## src/rtl/fwd_pkg.sv

```systemverilog
// Shared types for the EX-stage forwarding / hazard unit.
// Source codes, FSM states and register index width.
package fwd_pkg;

  localparam int REG_IDX_W = 5;

  typedef enum logic [2:0] {
    REG       = 3'd0,
    EXMEM_ALU = 3'd1,
    MEM_RDATA = 3'd2,
    HOLD      = 3'd3,
    WB        = 3'd4
  } fwd_src_t;

  typedef enum logic {
    IDLE = 1'b0,
    WAIT = 1'b1
  } fwd_state_t;

  function automatic logic idx_hit(
    input logic                 en,
    input logic [REG_IDX_W-1:0] rd,
    input logic [REG_IDX_W-1:0] rs
  );
    return en && (rd != '0) && (rd == rs);
  endfunction

endpackage

```

## src/rtl/fwd_src_sel.sv

```systemverilog
// Per-source forwarding select with a one-shot WB hold register.
// Ports: rs idx/data, EX/MEM and MEM/WB bypass inputs, global stall -> opnd, sel, load_wait.
module fwd_src_sel
  import fwd_pkg::*;
#(
  parameter int XLEN = 32
) (
  input  logic                 clk,
  input  logic                 rst,
  input  logic [REG_IDX_W-1:0] rs_idx,
  input  logic [XLEN-1:0]      rs_data,
  input  logic [REG_IDX_W-1:0] mem_rd,
  input  logic                 mem_ld,
  input  logic                 mem_is_load,
  input  logic [XLEN-1:0]      mem_alu,
  input  logic [XLEN-1:0]      mem_rdata,
  input  logic                 mem_resp,
  input  logic [REG_IDX_W-1:0] wb_rd,
  input  logic                 wb_ld,
  input  logic [XLEN-1:0]      wb_data,
  input  logic                 stall,
  output logic [XLEN-1:0]      opnd,
  output fwd_src_t             sel,
  output logic                 load_wait
);

  logic            hold_vld_q, hold_vld_d;
  logic [XLEN-1:0] hold_q, hold_d;
  logic            mem_hit, wb_hit;
  logic            c_alu, c_mrd, c_lw, c_hold, c_wb;

  always_comb begin
    mem_hit = idx_hit(mem_ld, mem_rd, rs_idx);
    wb_hit  = idx_hit(wb_ld, wb_rd, rs_idx);
    // Mutually exclusive terms encoding the priority chain
    c_alu  = mem_hit & ~mem_is_load;
    c_mrd  = mem_hit & mem_is_load & mem_resp;
    c_lw   = mem_hit & mem_is_load & ~mem_resp;
    c_hold = ~mem_hit & hold_vld_q & (rs_idx != '0);
    c_wb   = ~mem_hit & ~hold_vld_q & wb_hit;
    sel       = REG;
    opnd      = rs_data;
    load_wait = 1'b0;
    unique case (1'b1)
      c_alu: begin
        sel  = EXMEM_ALU;
        opnd = mem_alu;
      end
      c_mrd: begin
        sel  = MEM_RDATA;
        opnd = mem_rdata;
      end
      c_lw:   load_wait = 1'b1;
      c_hold: begin
        sel  = HOLD;
        opnd = hold_q;
      end
      c_wb: begin
        sel  = WB;
        opnd = wb_data;
      end
      default: ;
    endcase
  end

  // WB drains while EX is frozen: catch its value once, keep it
  always_comb begin
    hold_vld_d = hold_vld_q;
    hold_d     = hold_q;
    if (!stall) begin
      hold_vld_d = 1'b0;
    end else if (wb_hit && !hold_vld_q) begin
      hold_vld_d = 1'b1;
      hold_d     = wb_data;
    end
  end

  always_ff @(posedge clk or negedge rst) begin
    if (!rst) begin
      hold_vld_q <= 1'b0;
      hold_q     <= '0;
    end else begin
      hold_vld_q <= hold_vld_d;
      hold_q     <= hold_d;
    end
  end

endmodule

```

## src/rtl/fwd_hazard_unit.sv

```systemverilog
// EX operand forwarding, load-use stall and stall watchdog.
// Ports: packed EX sources, bypass buses -> ex_opnd/ex_sel, stall, timeout_err (+stats with FWD_STATS_EN).
module fwd_hazard_unit
  import fwd_pkg::*;
#(
  parameter int NUM_SRC = 2,
  parameter int XLEN    = 32,
  parameter int TIMEOUT = 255
) (
  input  logic                           clk,
  input  logic                           rst,
  input  logic                           ex_valid,
  input  logic [NUM_SRC*REG_IDX_W-1:0]   ex_rs_idx,
  input  logic [NUM_SRC*XLEN-1:0]        ex_rs_data,
  input  logic [REG_IDX_W-1:0]           mem_rd,
  input  logic                           mem_ld,
  input  logic                           mem_is_load,
  input  logic [XLEN-1:0]                mem_alu,
  input  logic [XLEN-1:0]                mem_rdata,
  input  logic                           mem_resp,
  input  logic [REG_IDX_W-1:0]           wb_rd,
  input  logic                           wb_ld,
  input  logic [XLEN-1:0]                wb_data,
  output logic [NUM_SRC*XLEN-1:0]        ex_opnd,
  output logic [NUM_SRC*3-1:0]           ex_sel,
  output logic                           stall,
  output logic                           timeout_err
`ifdef FWD_STATS_EN
  ,
  output logic [31:0]                    stat_fwd_cnt,
  output logic [31:0]                    stat_stall_cnt
`endif
);

  localparam int CNT_W = $clog2(TIMEOUT + 1);

  logic [NUM_SRC-1:0] lw;
  fwd_src_t           sel_w [NUM_SRC];

  for (genvar i = 0; i < NUM_SRC; i++) begin : g_src
    fwd_src_sel #(.XLEN(XLEN)) u_sel (
      .clk         (clk),
      .rst         (rst),
      .rs_idx      (ex_rs_idx[REG_IDX_W*i +: REG_IDX_W]),
      .rs_data     (ex_rs_data[XLEN*i +: XLEN]),
      .mem_rd      (mem_rd),
      .mem_ld      (mem_ld),
      .mem_is_load (mem_is_load),
      .mem_alu     (mem_alu),
      .mem_rdata   (mem_rdata),
      .mem_resp    (mem_resp),
      .wb_rd       (wb_rd),
      .wb_ld       (wb_ld),
      .wb_data     (wb_data),
      .stall       (stall),
      .opnd        (ex_opnd[XLEN*i +: XLEN]),
      .sel         (sel_w[i]),
      .load_wait   (lw[i])
    );
    assign ex_sel[3*i +: 3] = sel_w[i];
  end

  assign stall = ex_valid & (|lw);

  fwd_state_t       state_q, state_d;
  logic [CNT_W-1:0] cnt_q, cnt_d;
  logic             err_q, err_d;

  always_comb begin
    state_d = state_q;
    cnt_d   = cnt_q;
    unique case (state_q)
      IDLE: begin
        if (stall) begin
          state_d = WAIT;
          cnt_d   = CNT_W'(1);
        end
      end
      WAIT: begin
        if (!stall) begin
          state_d = IDLE;
          cnt_d   = '0;
        end else if (cnt_q != CNT_W'(TIMEOUT)) begin
          cnt_d = cnt_q + CNT_W'(1);
        end
      end
      default: begin
        state_d = IDLE;
        cnt_d   = '0;
      end
    endcase
    err_d = err_q | (cnt_d == CNT_W'(TIMEOUT));
  end

  always_ff @(posedge clk or negedge rst) begin
    if (!rst) begin
      state_q <= IDLE;
      cnt_q   <= '0;
      err_q   <= 1'b0;
    end else begin
      state_q <= state_d;
      cnt_q   <= cnt_d;
      err_q   <= err_d;
    end
  end

  assign timeout_err = err_q;

`ifdef FWD_STATS_EN
  logic [31:0] fwd_cnt_q, fwd_cnt_d;
  logic [31:0] stl_cnt_q, stl_cnt_d;
  logic        any_fwd;

  always_comb begin
    any_fwd = 1'b0;
    for (int i = 0; i < NUM_SRC; i++) begin
      any_fwd = any_fwd | (sel_w[i] != REG);
    end
    fwd_cnt_d = fwd_cnt_q;
    stl_cnt_d = stl_cnt_q;
    if (ex_valid && !stall && any_fwd) fwd_cnt_d = fwd_cnt_q + 32'd1;
    if (stall) stl_cnt_d = stl_cnt_q + 32'd1;
  end

  always_ff @(posedge clk or negedge rst) begin
    if (!rst) begin
      fwd_cnt_q <= '0;
      stl_cnt_q <= '0;
    end else begin
      fwd_cnt_q <= fwd_cnt_d;
      stl_cnt_q <= stl_cnt_d;
    end
  end

  assign stat_fwd_cnt   = fwd_cnt_q;
  assign stat_stall_cnt = stl_cnt_q;
`endif

endmodule

```

## config.mk

```make
export PLATFORM = sky130hd
export DESIGN_NAME = fwd_hazard_unit
export DESIGN_NICKNAME = d
export VERILOG_FILES = /design/src/rtl/fwd_pkg.sv /design/src/rtl/fwd_src_sel.sv /design/src/rtl/fwd_hazard_unit.sv
export SDC_FILE = /design/constraint.sdc
export NUM_CORES = 1
export LEC_CHECK = 0
export BUFFER_PORTS_ARGS = -buffer_cell sky130_fd_sc_hd__buf_2
export CELL_PAD_IN_SITES_DETAIL_PLACEMENT = 1
export CELL_PAD_IN_SITES_GLOBAL_PLACEMENT = 2
export CORE_MARGIN = 8
export CORE_UTILIZATION = 28
export DETAILED_ROUTE_END_ITERATION = 10
export PLACE_DENSITY = 0.85
export SYNTH_ARGS = -nofsm -noshare
export SYNTH_HDL_FRONTEND = slang
export SYNTH_SLANG_ARGS = --single-unit
```

## constraint.sdc

```tcl
create_clock -name clk -period 3.29 [get_ports clk]
set_input_delay 0.1645 -clock clk [delete_from_list [all_inputs] [get_ports clk]]
set_output_delay 0.1645 -clock clk [all_outputs]
set_load 0.005 [all_outputs]
```

After elaboration in Yosys (flattened, before gate mapping)
Cells that the tools add are included.
{"block": "classes", "bitwise_logic": 25, "n_eq_ne": 8, "muxes": 15, "n_reduce_logical": 17, "addsub": 1}
{"operator": "one-hot mux 32 bit (4 select lines)", "n": 2}
{"operator": "two-way mux 8 bit", "n": 3}
{"operator": "one-hot mux 3 bit (4 select lines)", "n": 2}
{"operator": "equality test 5 bit", "n": 4}
{"operator": "nonzero test 5 bit", "n": 4}
{"operator": "AND 1 bit", "n": 17}
{"operator": "one-hot mux 8 bit (2 select lines)", "n": 1}
{"operator": "adder 8 x 1 -> 8 bit, second input constant", "n": 1}
{"operator": "equality test 8 bit, second input constant", "n": 1}
{"operator": "logical AND 1 bit", "n": 8}
{"operator": "inequality test 8 bit, second input constant", "n": 1}
{"operator": "two-way mux 1 bit", "n": 7}
{"operator": "NOT 1 bit", "n": 7}
{"operator": "AND reduction 2 bit", "n": 2}
{"operator": "logical NOT 1 bit", "n": 2}
{"operator": "inequality test 2 x 1 -> 1 bit, second input constant", "n": 1}
{"operator": "inequality test 2 bit, second input constant", "n": 1}
{"operator": "OR reduction 2 bit", "n": 1}
{"operator": "bitwise OR 1 bit", "n": 1}
{"block": "word_totals", "inputBits": 187, "wordCells": 73, "ff_bits": 76}

Longest topological paths before layout
Gate-level depths: netlist (run 1).
{"block": "logic_depth", "depth_word": 12, "ltp_mapped": 10, "ltp_nobuf": 8}

Hierarchy
Synthesis (run 1) repeated with hierarchy kept, for this count alone.
{"block": "unflattened", "hier_cells": 858, "area_unflattened_um2": 6937.9}
{"module": "fwd_src_sel", "area_each_um2": 3164.3, "n_inst": 2, "cells_per_inst": 396}
{"module": "fwd_hazard_unit", "area_each_um2": 609.3, "n_inst": 1, "cells_per_inst": 66}

Least setup slack after synthesis (run 1)
No wires, ideal clock.
{"block": "synth_path", "path_type": "in2out", "start": "input mem_rd[1]", "end": "output ex_opnd[10]", "slack_ps": 909, "cell_stages": 9, "arrival_time_ps": 2216, "path_cell_list": "or4_4 -> o21ai_4 -> nor3_2 -> and3_1 -> buf_2 -> or4_1 -> buf_4 -> buf_6 -> a31oi_1"}
{"block": "synth_between", "elab_chain_len": 7}
{"element": "start, declared", "line_no": "fwd_hazard_unit.sv:15", "source": "input logic [REG_IDX_W-1:0] mem_rd,"}
{"element": "nonzero test 5 bit", "line_no": "fwd_pkg.sv:25", "source": "return en && (rd != '0) && (rd == rs);"}
{"element": "logical AND 1 bit", "line_no": "fwd_pkg.sv:25"}
{"element": "logical AND 1 bit *", "line_no": "fwd_pkg.sv:25"}
{"element": "NOT 1 bit", "line_no": "fwd_src_sel.sv:39, fwd_src_sel.sv:40"}
{"element": "AND 1 bit (on tied branches) (2 in series)", "line_no": "fwd_src_sel.sv:40, fwd_src_sel.sv:39"}
{"element": "one-hot mux 32 bit (4 select lines) *", "line_no": "fwd_src_sel.sv:44", "source": "unique case (1'b1)"}
{"element": "end, declared", "line_no": "fwd_hazard_unit.sv:24", "source": "output logic [NUM_SRC*XLEN-1:0] ex_opnd,"}
Mark *: on every way between the ends. The rest lies on a longest branch, timed or not.

Final worst setup path (run 1)
{"block": "layout_path", "start": "input mem_rd[1]", "end": "output ex_opnd[17]"}
Same word-level chain as after synthesis.

==> results.ini, run 1 <==
[setup_path]
required_ns = 3.13
critPathArrivalTime_ns = 2.77
slowest_delay_ns = 0.69
path_max_fanout = 46
slowest_stage = or4_2
endpoint_kind = primary output
crit_top_cell = buf_2
worstSetupPathType = in -> out
worstPathCellList = buf_2, or4_4, o21ai_4, nor3_2, and3_2, or4_2, buf_4, nor2_1, a31oi_1, buf_2
critPathLaunchType = input pin

[route]
drt_iter0_drc = 423
wirelength_um = 22200
antenna_left = 0
viasPerCell = 5.47
wl_per_cell_um = 21.5
drc = 0
dr.pass1.iters = 6
vias = 5642

[floorplan]
die_h_um = 152
rows = 49
pin_count = 259
die-area_sq_um = 23100
core-area_sq_um = 18100
die_w_um = 152
start_util_pct = 28.7

[cts]
cts_tree = built
root_buffer = clkbuf_16
ctsHoldBuffers = 0
cts_buffer_depth = 2
clkTransAtPathRegs_ns = 0.06
h-tree-depth = 3
clock_sinks = 76
cts_resized = 0
cts_inserted_buffers = 9
postCtsSetupBuffers = 0
insertion_delay_ns = 0.34

[finish]
n_antenna_cell = 0
finalInstanceArea_sq_um = 6960
nets = 986
nFillCells = 2213
drive_gt1_share_pct = 46.0
area_growth_syn_to_layout_pct = 34.2

[yosys]
synth_seq_cells = 76
syn-num-nets = 754
synthArstFlopShare_pct = 100
yosys_warnings = 0
netlist_area_sq_um = 5180
synth-seq-area-share_pct = 36.7
ys_types = 42
ys.flop_type = dfrtp_1
synth-edff-count = 0
syn_inst = 566
avgSynthCellArea_sq_um = 9.16

[pwr]
powerDensity_nw_per_um2 = 357
power.leakage_nw = 3.28
peakVddDrop_mv = 0.237

[global_route]
grt_pass1_vias = 6236
grt_max_degree = 77
globalRouteTotalUtil_pct = 19.0
grt_pass1_wl_um = 35400
antenna_found_initial = 0
overflow = 0

[timing]
fin_tns_setup_ns = 0
rsz0062_at_grt = false
finalSetupViolations = 0
slew_violations = 0
relSlewSlack_pct = 34.4
skew_ns = 0.00652
finalHoldViolCount = 28
period_share_pct = 89.2
whs_ns = -0.0237
worstMarginPinSlew_ns = 0.985
min_period_ns = 2.93
fmax_mhz = 341

[run_status]
status = finished, violations left
violations = negative hold slack

[placed_design]
gp_congestion = 0.877
hpwl_um = 16100
placed_area_sq_um = 6640
io_buffers = 258

[min_path]
hold_class = in -> async

[run]
maxCapViolations = 0

-- worst max-delay path, delay by kind of cell --
kind	cells	cell delay [ns]
buffers and inverters	3	0.60
AO/OA/AOI/OAI	2	0.25
AND/OR/NAND/NOR	5	1.73
-- state kept, by name (all words and copies together), names as in the netlist --
| name | cells |
|---|---|
| cnt_q | 8 |
| timeout_err | 1 |
| state_q | 1 |
| g_src.u_sel.hold_vld_q | 2 |
| g_src.u_sel.hold_q | 64 |
-- where the power goes --
group / total (mW) / leakage [nW] / internal [mW] / switching [mW]
sequential: 0.972 / 1.05 / 0.950 / 0.0217
combinational: 0.450 / 2.07 / 0.212 / 0.237
clock: 1.06 / 0.155 / 0.661 / 0.400
total: 2.48 / 3.28 / 1.82 / 0.659
-- stage by stage --
stage               power (mW)  setup slack [ns]  hold slack [ns]  std cells  util (%)
finish                    2.48             0.356          -0.0237       1032      38.5
global placement          1.43             0.418            0.381       1016      36.7
global route              2.61             0.201           0.0689       1032      38.5
detailed placement        1.44             0.351            0.393       1016      36.7
floorplan                 1.17             0.909           -0.131        566         -
CTS                       2.53             0.352           0.0155       1032      38.5
-- cell usage after synthesis (all sizes together) (3+ instances only) --
| master | instances | area, sq um |
|---|---|---|
| and3 | 3 | 18.8 |
| a21oi | 5 | 25.0 |
| dfrtp | 76 | 1900 |
| buf | 22 | 170 |
| mux2 | 64 | 721 |
| or4 | 8 | 63.8 |
| nand2 | 82 | 308 |
| xnor2 | 17 | 149 |
| a222oi | 64 | 641 |
| or2 | 7 | 43.8 |
| a31oi | 64 | 400 |
| nor2 | 68 | 255 |
| xor2 | 4 | 35.0 |
| o21ai | 10 | 61.3 |
| clkbuf | 27 | 101 |
| inv | 7 | 26.3 |
| nand3 | 9 | 45.0 |
| nor3 | 6 | 40.0 |
-- cell type report --
type                       count  area (sq um)  share of cell area, %
sequential                    76          1900                   27.3
clock inverter                 7          91.3                   1.31
inverter                       7          26.3                  0.378
multi-input combinational    434          3030                   43.5
clock buffer                   9           225                   3.24
tap                          229           287                   4.12
timing repair buffer         270          1400                   20.1
-- cell families (layout without fill, tap and decap cells) --
group	Yosys count	count (layout)	synth area share (%)
adders and majority gates	1	1	0.241
xor gates and xnor gates	21	21	3.55
DFF	76	76	36.7
and+or+nand+nor	190	190	15.9
buffers and inverters	56	293	5.74
AOI/OAI and AO/OA	158	158	24.0
muxes	64	64	13.9
-- per-layer routing --
layer  wire [um]  part of all wire [%]  track usage (%)
met5           0                     0                0
met3        1490                   6.7             5.13
met4         316                   1.4             6.09
met1        9230                    42             22.0
met2       11200                    50             33.4
-- layout by cell type, fill, tap and decap left out, types with 2 or more instances in the layout --
cell type / n
nor3_2: 4
nor2_4: 2
mux2_1: 4
dfrtp_1: 76
clkinv_2: 3
nor2_1: 66
a22oi_1: 2
or3_2: 2
a21oi_1: 5
or2_2: 7
nand3_1: 9
nor2b_1: 2
mux2_2: 60
nand2_1: 82
a222oi_1: 64
or4_1: 5
a21boi_0: 2
bufinv_16: 2
and3_2: 2
inv_1: 7
clkbuf_16: 9
buf_4: 12
xor2_1: 4
buf_2: 257
or4_2: 2
a31oi_1: 64
o21bai_1: 2
o21ai_0: 9
xnor2_1: 17
o22ai_1: 2
-- final timing paths --
| path | from | end | slack (ns) | cells after the start |
|---|---|---|---|---|
| max | mem_rd[1] | ex_opnd[17] | 0.36 | 10 |
| max in group asynchronous | rst | g_src[0].u_sel.hold_q[8] | 2.67 | 1 |
| min in group clk | wb_data[5] | g_src[0].u_sel.hold_q[5] | 0.10 | 2 |
| max reg2reg | cnt_q[0] | timeout_err | 1.04 | 7 |
| min reg2reg | timeout_err | timeout_err | 0.47 | 1 |
| min | rst | g_src[0].u_sel.hold_q[29] | -0.02 | 1 |
Note: power is estimated with default switching activity, not from simulation.
==> run 2: changes to the inputs <==
PLACE_DENSITY = unset   (was 0.85)
PLACE_DENSITY_LB_ADDON = 0.1   (was unset)
==> run 2 against run 1 <==
  * The flow still finishes with violations (negative hold slack)
  * Wire length up 8.4%
  * Fmax is 2.7% lower
  * Die area unchanged
  * Via count rose by 4.8%
  * Worst setup slack worse by 0.082 ns
  * Cell area shrank 0.25%
==> results.ini, run 2 (synthesis gave the netlist of run 1 again) <==
[setup_path]
critPathArrivalTime_ns = 2.85  ; +0.08 ns
crit_top_cell = buf_2
path_max_fanout = 43  ; -6.5%
cp-startpoint = mem_rd[1]
worstSetupPathType = in -> out
worstPathCellList = buf_2, or4_4, o21ai_4, nor3_2, and3_2, or4_2, buf_4, a31oi_1, buf_2
required_ns = 3.13  ; about the same
slowest_stage = or4_2
slowest_delay_ns = 0.68  ; about the same
r2r-start = cnt_q[0]
critPathLaunchType = input pin
endpoint_kind = primary output

[finish]
final_cell_mix = buf_2, nand2_1, dfrtp_1, nor2_1
nets = 986  ; unchanged
area_growth_syn_to_layout_pct = 33.8
largest-register = g_src.u_sel.hold_q
largestRegisters = g_src.u_sel.hold_q: 64 flops, cnt_q: 8 flops, g_src.u_sel.hold_vld_q: 2 flops
layout_commonest_cell = buf_2
nFillCells = 2193  ; -0.90%
largest_reg_flops = 64  ; unchanged
drive_gt1_share_pct = 45.9  ; -0.067 points
finalInstanceArea_sq_um = 6940  ; -0.25%

[global_route]
antenna_found_initial = 5  ; +5
grt_max_degree = 77  ; unchanged
globalRouteTotalUtil_pct = 20.5  ; +1.4 points
overflow = 0  ; unchanged
grt_pass1_vias = 6471  ; +3.8%
grt_pass1_wl_um = 37600  ; +6.2%

[route]
wl_per_cell_um = 23.3  ; +8.1%
antenna_left = 0  ; unchanged
drc = 0  ; unchanged
vias = 5910  ; +4.8%
wirelength_um = 24100  ; +8.4%
viasPerCell = 5.71  ; +4.4%
dr.pass1.iters = 8  ; +2
drt_iter0_drc = 502  ; +19%

[cts]
insertion_delay_ns = 0.34  ; about the same
clkTransAtPathRegs_ns = 0.06  ; about the same
cts_resized = 0  ; unchanged
h-tree-depth = 3  ; unchanged
ctsHoldBuffers = 0  ; unchanged
cts_inserted_buffers = 9  ; unchanged
root_buffer = clkbuf_16
clock_sinks = 76  ; unchanged
cts_tree = built
postCtsSetupBuffers = 0  ; unchanged
cts_buffer_depth = 2  ; unchanged

[timing]
finalHoldViolCount = 2  ; -93%
min_period_ns = 3.02  ; +0.0821 ns
worstMarginPinSlew_ns = 1.01  ; +0.0295 ns
period_share_pct = 91.7  ; +2.5 points
fin_tns_setup_ns = 0  ; unchanged
whs_ns = -0.00644  ; +0.0173 ns
skew_ns = 0.00940  ; +0.00288 ns
fmax_mhz = 332  ; -2.7%
rsz0062_at_grt = false
finalSetupViolations = 0  ; unchanged
relSlewSlack_pct = 32.4  ; -2.0 points
slew_violations = 0  ; unchanged

[placed_design]
placed_area_sq_um = 6630  ; -0.19%
hpwl_um = 17100  ; +6.3%
gp_congestion = 0.882  ; +0.48%
io_buffers = 258  ; unchanged

[floorplan]
core-area_sq_um = 18100  ; unchanged
start_util_pct = 28.7  ; unchanged
pin_count = 259  ; unchanged
die-area_sq_um = 23100  ; unchanged
rows = 49  ; unchanged
die_w_um = 152  ; unchanged
die_h_um = 152  ; unchanged

[min_path]
hold_class = in -> async

[run]
maxCapViolations = 0  ; unchanged

[run_status]
status = finished, violations left
violations = negative hold slack

[pwr]
power.leakage_nw = 3.28  ; -0.20%
powerDensity_nw_per_um2 = 350  ; -1.9%
peakVddDrop_mv = 0.256  ; +8.2%

[run 2: where the power goes]
group / internal, mW / total, mW / switching, mW
registers: 0.950 / 0.971 / 0.0206
clock network: 0.623 / 1.00 / 0.377
logic: 0.211 / 0.459 / 0.248
total: 1.78 / 2.43 / 0.646
[run 2: routing by layer]
| layer | wire length (um) | global-route usage (%) | share of wire (%) |
|---|---|---|---|
| met5 | 13 | 0 | 0.054 |
| met4 | 429 | 7.23 | 1.8 |
| met3 | 2010 | 5.30 | 8.3 |
| met2 | 11900 | 35.5 | 49 |
| met1 | 9770 | 24.0 | 41 |
[run 2: per-stage QoR]
step                      worst slack (ns)  hold slack [ns]  power [mW]  util [%]  cells
after floorplan                      0.909           -0.131        1.17         -    566
final                                0.274         -0.00644        2.43      38.4   1035
after global placement               0.257            0.385        1.44      36.6   1016
after global routing                 0.190           0.0650        2.55      38.4   1035
after detailed placement             0.231            0.404        1.45      36.6   1016
after CTS                            0.220           0.0367        2.47      38.3   1031
[run 2: layout make-up]
cell class	instances	area [sq um]	area share, %
multi-input combinational	434	3030	43.6
sequential	76	1900	27.4
timing repair buffer	270	1380	19.9
tap	229	287	4.13
clock buffer	11	253	3.64
clock inverter	4	48.8	0.703
inverter	7	26.3	0.379
antenna	4	10.0	0.144
[run 2: worst paths after layout]
kind,slack (ns),endpoint,depth (start not counted)
worst min-delay path,-0.006,g_src[1].u_sel.hold_q[19],1
max in group asynchronous,2.64,g_src[1].u_sel.hold_q[21],1
worst max-delay path,0.27,ex_opnd[0],9
worst min register to register,0.48,timeout_err,1
worst max register to register,1.05,timeout_err,7
min in group clk,0.11,g_src[1].u_sel.hold_q[26],2
[run 2: worst max-delay path, delay by kind of cell]
| family | cells | cell delay, ns |
|---|---|---|
| AO/OA/AOI/OAI | 2 | 0.50 |
| buffers and inverters | 3 | 0.61 |
| AND/OR/NAND/NOR | 4 | 1.56 |
